--- src/rtl/tick_meter_pkg.sv ---
// Shared types and default parameters for the tick period meter.
// Build option: define TICK_METER_SYNC_EN to put a two-flop synchronizer
// in front of the edge detector (for tick sources asynchronous to Clk).
package tick_meter_pkg;

    typedef enum logic [1:0] {
        IDLE    = 2'd0,
        MEASURE = 2'd1,
        LOCKED  = 2'd2
    } tick_meter_state_t;

    localparam int DEF_CNT_W      = 8;
    localparam int DEF_LOCK_COUNT = 4;
    localparam int DEF_TIMEOUT    = 200;

endpackage

--- src/rtl/tick_edge_detect.sv ---
// Rising-edge detector for the measured strobe.
// Build option: TICK_METER_SYNC_EN inserts a two-flop synchronizer (reset
// to 0) ahead of the delay register; otherwise tick_in is used directly.
// The edge output is combinational from registered/synchronous signals, so
// a held-high input produces exactly one edge cycle.
module tick_edge_detect (
    input  logic Clk,
    input  logic Reset,
    input  logic tick_in,
    output logic tick_edge
);

    logic tick_s;
    logic tick_prev;

`ifdef TICK_METER_SYNC_EN
    logic [1:0] sync_q;

    // Two-flop synchronizer for asynchronous strobe sources.
    always_ff @(posedge Clk or posedge Reset) begin
        if (Reset) begin
            sync_q <= 2'b00;
        end else begin
            sync_q <= {sync_q[0], tick_in};
        end
    end

    assign tick_s = sync_q[1];
`else
    assign tick_s = tick_in;
`endif

    // One-cycle delayed copy of the strobe for edge detection.
    always_ff @(posedge Clk or posedge Reset) begin
        if (Reset) begin
            tick_prev <= 1'b0;
        end else begin
            tick_prev <= tick_s;
        end
    end

    assign tick_edge = tick_s & ~tick_prev;

endmodule

--- src/rtl/tick_period_meter.sv ---
// Measures Clk cycles between rising edges of tick_in, reports each period,
// asserts locked after LOCK_COUNT consecutive identical periods and pulses
// timeout when no edge arrives for TIMEOUT cycles.
// Build option: TICK_METER_SYNC_EN (synchronizer inside tick_edge_detect).
//
// Handshake: period_valid is a single-cycle strobe with no back-pressure;
// period is stable from the cycle period_valid is high until the next
// period_valid. timeout is a single-cycle strobe; period holds across it.
module tick_period_meter
    import tick_meter_pkg::*;
#(
    parameter int CNT_W      = DEF_CNT_W,
    parameter int LOCK_COUNT = DEF_LOCK_COUNT,
    parameter int TIMEOUT    = DEF_TIMEOUT
) (
    input  logic             Clk,
    input  logic             Reset,
    input  logic             tick_in,
    output logic [CNT_W-1:0] period,
    output logic             period_valid,
    output logic             locked,
    output logic             timeout
);

    localparam int MATCH_W = (LOCK_COUNT > 2) ? $clog2(LOCK_COUNT) : 1;
    localparam logic [MATCH_W-1:0] MATCH_MAX = MATCH_W'(LOCK_COUNT - 1);
    localparam logic [CNT_W-1:0]   CNT_LIMIT = CNT_W'(TIMEOUT);

    tick_meter_state_t state_q, state_d;

    logic [CNT_W-1:0]   cnt_q, cnt_d;
    logic [MATCH_W-1:0] match_q, match_d, match_inc;
    logic               has_prev_q, has_prev_d;
    logic [CNT_W-1:0]   period_d;
    logic               period_valid_d;
    logic               locked_d;
    logic               timeout_d;
    logic               tick_edge;

    tick_edge_detect u_edge (
        .Clk       (Clk),
        .Reset     (Reset),
        .tick_in   (tick_in),
        .tick_edge (tick_edge)
    );

    // Saturating increment of the consecutive-match counter.
    assign match_inc = (match_q == MATCH_MAX) ? match_q : match_q + 1'b1;

    // FSM state register.
    always_ff @(posedge Clk or posedge Reset) begin
        if (Reset) begin
            state_q <= IDLE;
        end else begin
            state_q <= state_d;
        end
    end

    // Next-state, counter, match and output logic.
    always_comb begin
        state_d        = state_q;
        cnt_d          = cnt_q;
        match_d        = match_q;
        has_prev_d     = has_prev_q;
        period_d       = period;
        period_valid_d = 1'b0;
        locked_d       = locked;
        timeout_d      = 1'b0;

        case (state_q)
            IDLE: begin
                // No earlier edge exists, so the first edge only starts the count.
                has_prev_d = 1'b0;
                locked_d   = 1'b0;
                if (tick_edge) begin
                    cnt_d   = CNT_W'(1);
                    match_d = '0;
                    state_d = MEASURE;
                end
            end

            MEASURE, LOCKED: begin
                if (tick_edge) begin
                    // An edge wins over a coincident timeout.
                    period_d       = cnt_q;
                    period_valid_d = 1'b1;
                    cnt_d          = CNT_W'(1);
                    has_prev_d     = 1'b1;
                    if (has_prev_q && (cnt_q == period)) begin
                        match_d = match_inc;
                        if (match_inc == MATCH_MAX) begin
                            locked_d = 1'b1;
                            state_d  = LOCKED;
                        end
                    end else begin
                        match_d  = '0;
                        locked_d = 1'b0;
                        state_d  = MEASURE;
                    end
                end else if (cnt_q == CNT_LIMIT) begin
                    timeout_d  = 1'b1;
                    locked_d   = 1'b0;
                    match_d    = '0;
                    has_prev_d = 1'b0;
                    cnt_d      = '0;
                    state_d    = IDLE;
                end else begin
                    cnt_d = cnt_q + 1'b1;
                end
            end

            default: begin
                state_d = IDLE;
            end
        endcase
    end

    // Datapath and registered outputs.
    always_ff @(posedge Clk or posedge Reset) begin
        if (Reset) begin
            cnt_q        <= '0;
            match_q      <= '0;
            has_prev_q   <= 1'b0;
            period       <= '0;
            period_valid <= 1'b0;
            locked       <= 1'b0;
            timeout      <= 1'b0;
        end else begin
            cnt_q        <= cnt_d;
            match_q      <= match_d;
            has_prev_q   <= has_prev_d;
            period       <= period_d;
            period_valid <= period_valid_d;
            locked       <= locked_d;
            timeout      <= timeout_d;
        end
    end

endmodule
--- config.mk ---
export PLATFORM = sky130hd
export DESIGN_NAME = tick_period_meter
export DESIGN_NICKNAME = d
export VERILOG_FILES = /design/src/rtl/tick_meter_pkg.sv /design/src/rtl/tick_edge_detect.sv /design/src/rtl/tick_period_meter.sv
export SDC_FILE = /design/constraint.sdc
export NUM_CORES = 1
export LEC_CHECK = 0
export BUFFER_PORTS_ARGS = -buffer_cell sky130_fd_sc_hd__buf_2
export CAP_MARGIN = 20
export CORE_ASPECT_RATIO = 1.5
export CORE_MARGIN = 2
export CORE_UTILIZATION = 35
export DETAILED_ROUTE_END_ITERATION = 10
export PLACE_DENSITY_LB_ADDON = 0.08
export SYNTH_ARGS = -nofsm -noshare
export SYNTH_HDL_FRONTEND = slang
export SYNTH_HIERARCHICAL = 1
export SYNTH_SLANG_ARGS = --single-unit
--- constraint.sdc ---
create_clock -name Clk -period 4.46 [get_ports Clk]
set_clock_uncertainty 0.15 [all_clocks]
set_input_delay 0.892 -clock Clk [delete_from_list [all_inputs] [get_ports Clk]]
set_output_delay 0.892 -clock Clk [all_outputs]
set_load 0.005 [all_outputs]
* After elaboration in Yosys (flattened, before gate mapping) *
Cells that the tools add are included.
Widths: inputs -> output; s select.

storage, ports and cells
  register bits after elaboration = 25

cells by class
  add/sub/neg operators = 2
  eq/ne operators = 9
  multiplexer cells = 27
  bitwise gates (word level) = 2
  reduce and logical (&&, ||, !) cells = 10

operators by type and width
  cell                 number
  $mux 8               3
  $mux 2               9
  $pmux 8 s2           1
  $mux 1               10
  $reduce_and 3->1     3
  $add 8x1->8 const B  1
  $eq 8x8->1           1
  $eq 8x8->1 const B   1
  $pmux 2 s2           2
  $eq 2x2->1 const B   3
  $reduce_and 2->1     3
  $ne 4x4->1 const B   1
  $pmux 1 s2           2
  $ne 3x3->1 const B   1
  $add 2x1->2 const B  1
  $eq 2x1->1 const B   1
  $logic_not 2->1      1
  $ne 2x2->1 const B   1
  $reduce_bool 2->1    1
  $reduce_or 2->1      1
  $and 1x1->1          1
  $logic_and 1x1->1    1
  $not 1->1            1

* Logic depth before layout (Yosys ltp) *
  depth after elaboration = 7
  depth in mapped cells = 7
  gate-level depth less buffers = 7

* Modules after synthesis *
Netlist, hierarchy kept.

by module, submodules not included
  module             instances  cells each  area an instance (µm²)  seq. area each (µm²)
  tick_period_meter  1          114         1222.4                  600.6
  tick_edge_detect   1          3           42.5                    25.0

* Worst setup path before layout *
No wires, ideal clock.

  path kind = in2reg
  from = input tick_in
  to = register match_q[1]
  setup time = 138 ps
  arrival = 1811 ps
  path slack = 2361 ps
  stages on the path = 6
  cell sequence = nor2b_4 -> or2b_2 -> a31oi_4 -> nor3_4 -> a21oi_1 -> a21oi_1

between the ends
  cells in the longest elaborated chain, start to end = 3
  elaborated cells between the ends (all ways) = 6
  classes of those cells = eq/ne (2); mux (2); bitwise (1); reduce/logical (1)

ends and longest elaborated chain
  element                                                   RTL line                  text
  start, declared                                           tick_period_meter.sv:18   input logic tick_in,
  $and 1x1->1 *                                             tick_edge_detect.sv:42    assign tick_edge = tick_s & ~tick_prev;
  $ne 3x3->1 (no line), or another cell as far along        n/a
  $reduce_and 3->1 (no line) or $pmux 2 s2 (tied branches)  n/a
  end signal, assigned                                      tick_period_meter.sv:130  match_q <= match_d;
  end, declared                                             tick_period_meter.sv:32   logic [MATCH_W-1:0] match_q, match_d, match_inc;

Every way passes the cells marked *; elsewhere a longest branch is shown, timed or not.
A chain may end at the register's enable or synchronous reset.

* Worst setup path after layout *
  from = input tick_in
  to = register state_q[0]

between the ends
  cells in the longest elaborated chain, start to end = 3
  elaborated cells between the ends (all ways) = 7
  classes of those cells = eq/ne (3); mux (2); bitwise (1); reduce/logical (1)

ends and longest elaborated chain
  element                                                   RTL line                 text
  $and 1x1->1 *                                             tick_edge_detect.sv:42
  net tick_edge                                             tick_period_meter.sv:38  logic tick_edge;
  $ne 4x4->1 (no line), or another cell as far along        n/a
  $reduce_and 3->1 (no line) or $pmux 2 s2 (tied branches)  n/a
  end signal, assigned                                      tick_period_meter.sv:55  state_q <= state_d;
  end, declared                                             tick_period_meter.sv:29  tick_meter_state_t state_q, state_d;

The timed path passes the listed nets; every way through them passes the cells marked *.

==> metrics.txt <==
Clock transition at path regs 0.09 ns; ratio of cells with drive above 1 in the final layout 24.24%; buffers inserted during post-CTS setup optimization 0; worst skew pair latency 0.27 ns; via count 857; Net Sw Power 0.0002389 W; Die X 53.09 microns; post-synth top area share 49.46%; element type at the critical path start input pin; delay-heaviest family, CP compound AO/OA/AOI/OAI gates; Final ANT Viol Nets 0; Final nets 140; PD cells 465.7 nW/um^2; critical path data arrival time 2.18 ns; cts repair resizes 0; final setup TNS 0 ns; FF-to-FF End state_q[0]; unrepaired setup endpoints after global routing false; DRT iter0 DRCs 4; max cap viols 0; Post-Syn Nets 124; routed vias/inst 4.925; post-synth top area cell dfrtp_1; Root Buffer clkbuf_8; Synth area leaders dfrtp_1 49%, xnor2_1 6.2%, mux2_2 5.3%, ha_1 4.0%, nor2_1 3.9%; Worst Setup Path Type in -> reg; Worst Path Buf+Inv 1; CTS tree built; Synth Flop Type dfrtp_1; routed len/inst 13.48 microns; DIE AREA 4121 sq um; Tot Pwr 0.0006700 W; syn_area_per_cell 10.81 sq um; status complete, no violations; clock period minus worst slack 2.113 ns; worst reg2reg path depth 6; Comb pwr share 33.9%; Tcrit/Tclk final 47.39%; I/O Pins 14; vias in the first global route 862; n_diodes 0; Worst path slowest cell a2111oi_0; largest net degree at the start of global routing 25; Detail Placement HPWL 1.788 mm; GP Congestion 0.7100; Mapped Cells 117; Max transition margin 71.72%; chip height 77.63 microns; post-synthesis sequential area ratio 49.46%; slew at the pin closest to its max-slew limit 0.4136 ns; number of core rows 26; Hold Buf Count CTS 0; clk sinks 25; final hold vios 0; Congestion Overflow GR 0; max-slew violation count 0; CP Max Fanout 14; area grow syn2layout 13.75%; I/O Buffers 13; antenna violations before repair 0; cell-internal power 0.0004312 W; Worst VDD drop 0.1885 mV; FF+latch count, synth 25; Netlist cell types 32; TritonCTS Buffers 3; Leakage 0.7046 nW; Sw Ratio 35.65%; Crit. End Element flip-flop; worst hold path class in -> async; Max clock buf depth 2; EDFF count, synth 0; Total GRT Usage 13.36%; first-pass GRT wire length 4.077 mm; Warnings, synthesis 6; RR Startpoint state_q[0]; clock share of power 20.5%; WL final 2.345 mm; fin util 41.73%; Worst EP required 4.53 ns; final setup fails 0; CP peak stage delay 0.46 ns; Placeable Area 3448 sq um; Initial Util 36.68%; crit-path cells buf_2 -> nor2b_4 -> nand2_1 -> o21ai_0 -> a2111oi_0 -> a21o_1; ys async rst share 100.0%; mapped cell area 1265 sq um; DRC Markers 0; Seq pwr share 45.6%; Stages on worst setup path 6; drt pass-1 iters 3; Worst R2R Setup Slack 2.40 ns; maximum clock rate 0.4732 GHz; CTS H-tree depth 1
[routing by layer]
| layer | up-vias | wire length [microns] | track usage (%) |
|---|---|---|---|
| li1 | 433 | - | - |
| met5 | - | 0 | 0 |
| met2 | 11 | 1225 | 22.38 |
| met1 | 409 | 1027 | 17.25 |
| met4 | 0 | 36 | 4.615 |
| met3 | 4 | 55 | 1.731 |
[power by group through the flow]
| stage | logic (W) | registers (W) | clock network [W] |
|---|---|---|---|
| after CTS | 0.000228 | 0.000307 | 0.000146 |
| after floorplan | 0.000190 | 0.000296 | 0 |
| final | 0.000227 | 0.000306 | 0.000137 |
| after global placement | 0.000226 | 0.000310 | 0 |
| after detailed placement | 0.000226 | 0.000312 | 0 |
| after global routing | 0.000261 | 0.000313 | 0.000155 |
[synth_stat cells, drive strengths merged (2+ instances only)]
cell	number
a211o	2
a21oi	7
and3	3
clkbuf	2
dfrtp	25
ha	4
inv	10
mux2	6
nand2	5
nand3	4
nand4	2
nor2	13
nor2b	2
nor3	3
o21ai	6
xnor2	9
xor2	4
[layout make-up]
class	instances	area, sq um
flip-flops and latches	25	625.6
inverters	10	37.54
repair buffers	14	92.59
clock buffers	3	41.29
clock inverters	1	7.507
multi-input cells	79	581.8
well taps	42	52.55
fillers	350	2009
[placed cells by master, fill, tap and decap left out, types with 5 or more instances in the layout]
| master | n |
|---|---|
| inv_1 | 10 |
| nand2_1 | 5 |
| buf_2 | 13 |
| a21oi_1 | 7 |
| mux2_2 | 6 |
| o21ai_0 | 5 |
| xnor2_1 | 9 |
| dfrtp_1 | 25 |
| nor2_1 | 13 |
[metrics by stage]
stage | instances | hold slack (ns) | area, sq um | worst slack, ns
final | 174 | 0.2979 | 1439 | 2.347
after global routing | 174 | 0.2881 | 1439 | 2.235
after CTS | 173 | 0.2896 | 1411 | 2.323
after detailed placement | 169 | 0.3549 | 1363 | 2.028
after global placement | 169 | 0.3475 | 1363 | 2.125
after floorplan | 117 | 0.3286 | 1265 | 2.361
[state kept, by name, indices dropped and copies added (netlist names)]
register / count
has_prev_q: 1
locked: 1
cnt_q: 8
period_valid: 1
period: 8
match_q: 2
timeout: 1
u_edge/tick_prev: 1
state_q: 2
[worst max path at each step]
stage | start | end | slack (ns)
after global placement | tick_in | state_q[0] | 2.13
after global routing | state_q[0] | state_q[0] | 2.24
final | tick_in | state_q[0] | 2.35
after floorplan | tick_in | match_q[1] | 2.36
after CTS | tick_in | state_q[0] | 2.32
after detailed placement | tick_in | state_q[0] | 2.03
[logic make-up after synthesis]
kind of cell	count (synthesis)	synth area share [%]
DFF	25	49.46
AOI/OAI and AO/OA	21	11.47
buffers and inverters	13	4.550
adders and majority gates	4	3.957
muxes	6	5.341
xor gates and xnor gates	13	9.001
and+or+nand+nor	35	16.22
(Power assumes the default switching activity.)
